File: src/rtl/memory_scan_sequencer_pkg.sv
// Shared definitions for the memory scan sequencer: FSM encoding, requester
// count and the helper that locates a requester's slice in a packed address bus.
package sequencer_pkg;

  localparam int REQ_COUNT = 2;

  typedef enum logic [1:0] {
    IDLE  = 2'd0,
    SCAN  = 2'd1,
    DRAIN = 2'd2
  } seqState_t;

  // Per-requester address buses are packed with requester 0 in the low slice.
  function automatic int addrSliceLsb(input logic idx, input int aw);
    return idx ? aw : 0;
  endfunction

endpackage

File: src/rtl/memory_scan_sequencer_rr_arbiter2.sv
// Two-way round-robin arbiter; purely combinational, the lastGrant history
// register lives in the sequencer.
module rr_arbiter2
  import sequencer_pkg::*;
(
  input  logic [REQ_COUNT-1:0] req,
  input  logic                 lastGrant,
  output logic                 grantValid,
  output logic                 grantIdx
);

  always_comb begin
    grantValid = |req;
    grantIdx   = 1'b0;
    unique case (req)
      2'b10:   grantIdx = 1'b1;
      2'b11:   grantIdx = ~lastGrant;
      default: grantIdx = 1'b0;
    endcase
  end

endmodule

File: src/rtl/memory_scan_sequencer.sv
// Shares one read-only memory between two requesters: round-robin grant,
// address scan over the captured range, and owner-tagged read data return.
module memory_scan_sequencer
  import sequencer_pkg::*;
#(
  parameter int ADDR_WIDTH   = 4,
  parameter int DATA_WIDTH   = 8,
  parameter int READ_LATENCY = 1
) (
  input  logic                            clockSequencer,
  input  logic                            resetSequencer,
  input  logic [REQ_COUNT-1:0]            reqSequencer,
  input  logic [REQ_COUNT*ADDR_WIDTH-1:0] startAddrSequencer,
  input  logic [REQ_COUNT*ADDR_WIDTH-1:0] lastAddrSequencer,
  input  logic                            abortSequencer,
  input  logic [DATA_WIDTH-1:0]           memDataSequencer,
  output logic [REQ_COUNT-1:0]            ackSequencer,
  output logic [ADDR_WIDTH-1:0]           addressSequencer,
  output logic                            readEnableSequencer,
  output logic [DATA_WIDTH-1:0]           dataOutSequencer,
  output logic                            dataValidSequencer,
  output logic                            dataOwnerSequencer,
  output logic [REQ_COUNT-1:0]            doneSequencer,
  output logic                            busySequencer
);

  // Request/ack handshake: req is a level held by the requester and is only
  // looked at in IDLE; ack pulses for exactly one cycle on the edge that
  // captures that requester's range. Later input changes are ignored until IDLE.

  seqState_t               state, stateNext;
  logic [ADDR_WIDTH-1:0]   lastCaptured, lastCapturedNext, addressNext;
  logic [READ_LATENCY-1:0] validPipe, validPipeNext, pipeEarlier;
  logic [REQ_COUNT-1:0]    ackNext, doneNext;
  logic                    readEnableNext, ownerNext, busyNext;
  logic                    lastGrant, lastGrantNext;
  logic                    grantValid, grantIdx;
  logic                    scanActive, aborting;

  rr_arbiter2 u_arbiter (
    .req        (reqSequencer),
    .lastGrant  (lastGrant),
    .grantValid (grantValid),
    .grantIdx   (grantIdx)
  );

  assign scanActive         = (state == SCAN) || (state == DRAIN);
  assign aborting           = abortSequencer && scanActive;
  assign dataOutSequencer   = memDataSequencer;
  assign dataValidSequencer = validPipe[READ_LATENCY-1];

  always_ff @(posedge clockSequencer or negedge resetSequencer) begin
    if (!resetSequencer) state <= IDLE;
    else                 state <= stateNext;
  end

  always_comb begin
    stateNext = state;
    unique case (state)
      IDLE:    if (grantValid) stateNext = SCAN;
      SCAN: begin
        if (abortSequencer)                         stateNext = IDLE;
        else if (addressSequencer == lastCaptured)  stateNext = DRAIN;
      end
      // The done register is high exactly on the final beat, so leave right after it.
      DRAIN:   if (abortSequencer || (|doneSequencer)) stateNext = IDLE;
      default: stateNext = IDLE;
    endcase
  end

  always_comb begin
    ackNext          = '0;
    doneNext         = '0;
    addressNext      = addressSequencer;
    lastCapturedNext = lastCaptured;
    readEnableNext   = readEnableSequencer;
    ownerNext        = dataOwnerSequencer;
    lastGrantNext    = lastGrant;
    validPipeNext    = '0;
    pipeEarlier      = '0;
    busyNext         = 1'b0;

    unique case (state)
      IDLE: begin
        if (grantValid) begin
          ackNext[grantIdx] = 1'b1;
          ownerNext         = grantIdx;
          lastGrantNext     = grantIdx;
          addressNext       = startAddrSequencer[addrSliceLsb(grantIdx, ADDR_WIDTH) +: ADDR_WIDTH];
          lastCapturedNext  = lastAddrSequencer[addrSliceLsb(grantIdx, ADDR_WIDTH) +: ADDR_WIDTH];
          readEnableNext    = 1'b1;
        end
      end
      SCAN: begin
        if (abortSequencer || (addressSequencer == lastCaptured)) readEnableNext = 1'b0;
        else addressNext = addressSequencer + 1'b1;
      end
      DRAIN:   readEnableNext = 1'b0;
      default: readEnableNext = 1'b0;
    endcase

    if (!aborting) begin
      validPipeNext[0] = readEnableSequencer;
      for (int i = 1; i < READ_LATENCY; i++) validPipeNext[i] = validPipe[i-1];
    end

    // Final beat: the pipe output is about to carry a word and nothing follows it.
    pipeEarlier                   = validPipeNext;
    pipeEarlier[READ_LATENCY-1]   = 1'b0;
    if (validPipeNext[READ_LATENCY-1] && !(|pipeEarlier) && !readEnableNext)
      doneNext[dataOwnerSequencer] = 1'b1;

    busyNext = (stateNext != IDLE);
  end

  always_ff @(posedge clockSequencer or negedge resetSequencer) begin
    if (!resetSequencer) begin
      ackSequencer        <= '0;
      addressSequencer    <= '0;
      readEnableSequencer <= 1'b0;
      dataOwnerSequencer  <= 1'b0;
      doneSequencer       <= '0;
      busySequencer       <= 1'b0;
      lastCaptured        <= '0;
      validPipe           <= '0;
      lastGrant           <= 1'b1;
    end else begin
      ackSequencer        <= ackNext;
      addressSequencer    <= addressNext;
      readEnableSequencer <= readEnableNext;
      dataOwnerSequencer  <= ownerNext;
      doneSequencer       <= doneNext;
      busySequencer       <= busyNext;
      lastCaptured        <= lastCapturedNext;
      validPipe           <= validPipeNext;
      lastGrant           <= lastGrantNext;
    end
  end

endmodule

File: config.mk
export PLATFORM = sky130hd
export DESIGN_NAME = memory_scan_sequencer
export DESIGN_NICKNAME = d
export VERILOG_FILES = /design/src/rtl/memory_scan_sequencer_pkg.sv /design/src/rtl/memory_scan_sequencer_rr_arbiter2.sv /design/src/rtl/memory_scan_sequencer.sv
export SDC_FILE = /design/constraint.sdc
export NUM_CORES = 1
export LEC_CHECK = 0
export CAP_MARGIN = 20
export CORE_ASPECT_RATIO = 1.75
export CORE_MARGIN = 1.5
export CORE_UTILIZATION = 44
export CTS_BUF_LIST = sky130_fd_sc_hd__clkbuf_16
export DETAILED_ROUTE_END_ITERATION = 10
export PLACE_DENSITY = 0.92
export SYNTH_ARGS = -nofsm -noshare
export SYNTH_HDL_FRONTEND = slang
export SYNTH_SLANG_ARGS = --single-unit
File: constraint.sdc
create_clock -name clockSequencer -period 3 [get_ports clockSequencer]
set_clock_uncertainty 0.1 [all_clocks]
set_input_delay 0.9 -clock clockSequencer [delete_from_list [all_inputs] [get_ports clockSequencer]]
set_output_delay 0.9 -clock clockSequencer [all_outputs]
set_load 0.02 [all_outputs]
# ---- After elaboration in Yosys (flattened, before gate mapping)
# Cells that the tools add are included.
dict set report totals {
  output_inout_bits 20
  regBits 19
  input_bits 29
}
dict set report classes {
  mux 21
  shift 2
  n_reduce_logical 15
  order_cmp 4
  n_eq_ne 7
  bitwise_logic 1
  n_addsub 1
}
# op count
set op_table {}
lappend op_table {{variable part select 8 x 32 -> 4 bit} 1}
lappend op_table {{2-to-1 mux 2 bit} 7}
lappend op_table {{2-to-1 mux 4 bit} 2}
lappend op_table {{one-hot mux 4 bit (2 select lines)} 1}
lappend op_table {{variable part select 8 x 4 -> 4 bit} 1}
lappend op_table {{== test 2 bit (second input constant)} 3}
lappend op_table {{one-hot mux 2 bit (3 select lines)} 1}
lappend op_table {{2-to-1 mux 1 bit} 5}
lappend op_table {{adder 4 x 1 -> 4 bit (second input constant)} 1}
lappend op_table {{== test 4 bit} 1}
lappend op_table {{logical AND 1 bit} 4}
lappend op_table {{< comparator 1 x 2 -> 1 bit (second input constant)} 2}
lappend op_table {{inequality test 2 bit (second input constant)} 2}
lappend op_table {{one-hot mux 1 bit (2 select lines)} 2}
lappend op_table {{nonzero test 2 bit} 2}
lappend op_table {{OR reduction 2 bit} 2}
lappend op_table {{logical OR 1 bit} 3}
lappend op_table {{2-to-1 mux 3 bit} 1}
lappend op_table {{AND reduction 3 bit} 1}
lappend op_table {{demux 1 bit (select 1 bit)} 2}
lappend op_table {{== test 2 x 1 -> 1 bit (second input constant)} 1}
lappend op_table {{greater-or-equal comparator 1 bit (second input constant)} 2}
lappend op_table {{logical NOT 2 bit} 1}
lappend op_table {{AND reduction 2 bit} 1}
lappend op_table {{other kinds (2)} 2}

# ---- Longest topological paths before layout
dict set report logic_depth {
  ltp_word 8
  mapped_depth 7
  ltp_nobuf 6
}

# ---- Hierarchy
# Synthesis repeated with hierarchy kept, for this count alone.
dict set report hier_totals {
  cells_unflattened 103
  hier_area_um2 1086.0
}
# mod seq_area_each_um2 cells_each n_inst area_per_inst_um2
set by_module_without_submodules {}
lappend by_module_without_submodules {memory_scan_sequencer 476.7 101 1 1072.3}
lappend by_module_without_submodules {rr_arbiter2 0.0 2 1 13.8}

# ---- Worst setup path before layout
# OpenSTA, ideal clock, no wires.
dict set report synth_timing {
  path_kind {input port to flip-flop}
  from {input reqSequencer[1]}
  to {register addressSequencer[0]}
  slack_ns 0.912
  t_arrival_ns 1.860
  path_stages 5
  required_time_ns 2.772
  setup_time_ns 0.128
  n_path_buf 1
  cell_sequence {a21boi_0 > buf_2 > mux2_2 > o31ai_1 > a21oi_1}
}
dict set report synth_between {
  elab_chain_cells 6
  word_cells_on_any_way 10
  classes_between {eq/ne (3); shift (1); mux (4); reduce/logical (2)}
}
# item line_no
set synth_rtl {}
lappend synth_rtl {{start, declared} memory_scan_sequencer.sv:12} ;# input logic [REQ_COUNT-1:0] reqSequencer,
lappend synth_rtl {{== test 2 bit} memory_scan_sequencer_rr_arbiter2.sv:15} ;# unique case (req)
lappend synth_rtl {{one-hot mux 1 bit (2 select lines)} memory_scan_sequencer_rr_arbiter2.sv:15}
lappend synth_rtl {{2-to-1 mux 3 bit} memory_scan_sequencer_pkg.sv:15} ;# return idx ? aw : 0;
lappend synth_rtl {{variable part select 8 x 32 -> 4 bit} memory_scan_sequencer.sv:89} ;# addressNext = startAddrSequencer[addrSliceLsb(grantIdx, ADDR_WIDTH) +: ADDR_WIDTH];
lappend synth_rtl {{2-to-1 mux 4 bit} memory_scan_sequencer.sv:85} ;# if (grantValid) begin
lappend synth_rtl {{one-hot mux 4 bit (2 select lines)} memory_scan_sequencer.sv:83} ;# unique case (state)
lappend synth_rtl {{end signal, assigned} memory_scan_sequencer.sv:129} ;# addressSequencer <= addressNext;
lappend synth_rtl {{end, declared} memory_scan_sequencer.sv:18} ;# output logic [ADDR_WIDTH-1:0] addressSequencer,
# Several ways; a longest one is shown, not always the timed one. The select of a mux whose other input is x is not followed.
# A chain may end at the register's enable or synchronous reset.

# ---- Worst setup path in the final report
# Ends and elaborated chain as after synthesis.

==> flow_summary_export.csv <==
group,metric,value,unit
outcome,outcome,"finished, final reports clean",
route,drt-vias-per-instance,5.60,
die,start_util,45.8,%
timing,tns,0,ps
timing,min_period,2540,ps
power,p_clk_share,17.4,%
final_layout,drive_gt1_share,11.9,%
route,firstDrtPassIters,4,
final_layout,area_growth,33.9,%
power,ir_drop,0.524,mV
clock_network,postCtsSetupRepairBufs,0,
clock_network,clock_latency,250,ps
timing,slew_headroom,74.1,%
job,drv_cap,0,
synth,synth_edf_count,0,
final_layout,fillCellCount,206,
synth,ys_seq_area_share,42.8,%
place,gp_congestion,0.798,
worst_setup_path,crit_path_start,"reqSequencer[1]",
worst_setup_path,critPathMaxStageDelay,580,ps
power,p_leak,0.648,nW
min_path,hp-class,"flip-flop to flip-flop",
route,drtIter0Drc,21,
synth,ys_top_cells_by_area,"dfrtp_1, mux2i_1, ha_1, buf_4, o21ai_0",
route,drc,0,
final_layout,multi_input_area,551,µm²
synth,synth_cells,107,
worst_setup_path,r2r_cells,6,
die,rows,24,
clock_network,cts-root-buf,"clkbuf_16",
worst_setup_path,r2r-start,"state[1]",
final_layout,layout_common_cells,"clkdlybuf4s50_1, dfrtp_1, o21ai_0",
clock_network,cts_buffer_depth,2,
route,wl_per_cell,15.9,µm
die,io_pins,49,
power,power.internal,0.938,mW
min_path,hold_path_depth,1,
clock_network,htree_levels,1,
power,pwr-share-comb,51.6,%
power,power_density,1050,nW/µm²
route,wl,2540,µm
timing,fmax,393,MHz
timing,fin_crit_sh,84.7,%
worst_setup_path,reg2reg_to,"addressSequencer[3]",
timing,rsz0062_at_grt,"no",
global_route,antenna_found_initial,0,
die,core_area,2430,µm²
synth,syn_area_per_cell,10.4,µm²
global_route,overflow,0,
clock_network,cts_tree,"built",
synth,synth_seq_cells,19,
place,dp_hpwl,1830,µm
synth,synth_area,1110,µm²
final_layout,seq_area,477,µm²
worst_setup_path,crit_chain,"clkdlybuf4s50_1 -> a21boi_1 -> buf_4 -> mux2_2 -> o31ai_1 -> a21oi_1",
synth,yosys_warnings,0,
final_layout,layout_commonest_cell,"clkdlybuf4s50_1",
die,dieWidth,41.1,µm
worst_setup_path,crit_fanout,10,
power,total_power,1.56,mW
final_layout,final_nets,169,
timing,setup_viol,0,
clock_network,holdBufCountCts,0,
worst_setup_path,required,3030,ps
timing,hold_viol,0,
worst_setup_path,worstPathArrival,2570,ps
clock_network,cts_sinks,19,
route,antenna_left,0,
power,switching_share,40.0,%
place,io_buffers,32,
worst_setup_path,r2r_slack,810,ps
die,die_h,69.6,µm
synth,synth.distinct_cells,37,
timing,drv_slew,0,
die,die-area,2860,µm²
global_route,grt_pass1_vias,947,
final_layout,n_antenna_cell,0,
synth,synth.net_count,141,
global_route,grt_start_max_net_pins,20,
power,seqPwrFrac,31.0,%
global_route,grt_pass1_wl,4280,µm
worst_setup_path,setup.worst_path.end,"addressSequencer[0]",
route,vias,896,
worst_setup_path,cp-end-kind,"flip-flop",
worst_setup_path,crit_path_top_delay_cell,"clkdlybuf4s50_1",
worst_setup_path,startpoint_type,"primary input",
power,switching_power,0.626,mW
clock_network,cts.repair.resized,0,
global_route,grt_util_all_layers,21.2,%
worst_setup_path,critPathKind,"primary input to flip-flop",
clock_network,cts.clk_slew.worst_paths,60,ps
timing,worst_pin_slew,384,ps
synth,synth_top_area_cell,"dfrtp_1",
min_path,hold_start,"dataOwnerSequencer",
synth,asyncSetResetFlopFracSynth,100,%
synth,ys.flop_type,"dfrtp_1",
synth,netlist.area_leader.share,40.4,%
clock_network,cts_buffers,3,
[metrics by stage]
stage	hold slack, ps	util [%]	setup slack (ps)	cells	instance area [µm²]
after global placement	386	58.1	346	156	1410
after detailed placement	399	58.1	261	156	1410
after floorplan	370	-	912	107	1110
after global routing	420	61.4	452	160	1490
after CTS	411	61.4	504	160	1490
final	401	61.4	458	160	1490
[flip-flops by register name, summed over array words and instances (netlist names)]
signal               cells
ackSequencer             2
addressSequencer         4
busySequencer            1
dataOwnerSequencer       1
dataValidSequencer       1
doneSequencer            2
lastCaptured             4
lastGrant                1
readEnableSequencer      1
state                    2
[layout make-up]
| class | instances | area share, % |
|---|---|---|
| multi-input combinational | 73 | 36.9 |
| sequential | 19 | 31.9 |
| timing repair buffer | 35 | 23.0 |
| clock buffer | 3 | 5.03 |
| tap | 26 | 2.18 |
| inverter | 3 | 0.754 |
| clock inverter | 1 | 0.251 |
[power groups by stage]
stage	logic [mW]	clock network (mW)	registers, mW
after CTS	0.812	0.275	0.486
after floorplan	0.447	0	0.557
final	0.808	0.272	0.484
after global routing	0.878	0.286	0.501
after detailed placement	0.800	0	0.486
after global placement	0.762	0	0.480
[cell usage after synthesis (2+ instances only)]
| cell | number |
|---|---|
| a211o_1 | 2 |
| a21boi_0 | 2 |
| a21o_1 | 2 |
| a21oi_1 | 4 |
| a31oi_1 | 2 |
| and3_2 | 2 |
| buf_4 | 8 |
| clkbuf_1 | 3 |
| dfrtp_1 | 18 |
| ha_1 | 5 |
| inv_1 | 3 |
| mux2i_1 | 7 |
| nand2_1 | 7 |
| nor2_1 | 5 |
| nor3_1 | 4 |
| nor4b_1 | 2 |
| o21ai_0 | 8 |
| xnor2_1 | 4 |
[cell families (layout without fill, tap and decap cells)]
logic type	after synthesis	after routing	share of synthesized area, %
DFF	19	19	42.8
AOI/OAI and AO/OA	27	27	17.7
xor gates and xnor gates	5	5	4.60
and+or+nand+nor	28	28	14.1
muxes	8	8	7.30
adders and majority gates	5	5	5.61
buffers and inverters	15	42	7.86
[worst min path at each step]
stage and end:
6_report doneSequencer[0], 5_1_grt doneSequencer[0], 4_1_cts doneSequencer[0], 3_5_place_dp lastCaptured[1], 3_3_place_gp lastCaptured[3], 2_1_floorplan lastCaptured[1]
[critical path, delay by kind of cell]
kind / cells / cell delay [ps]
buffers and inverters: 2 / 800
AOI/OAI and AO/OA: 3 / 500
muxes: 1 / 360
[routing by layer]
metal / GRT usage (%) / part of all wire, %
met1: 24.8 / 37
met2: 33.0 / 54
met3: 3.85 / 5.3
met4: 13.0 / 3.1
met5: 0 / 0
Power figures use the tool's default switching activity.
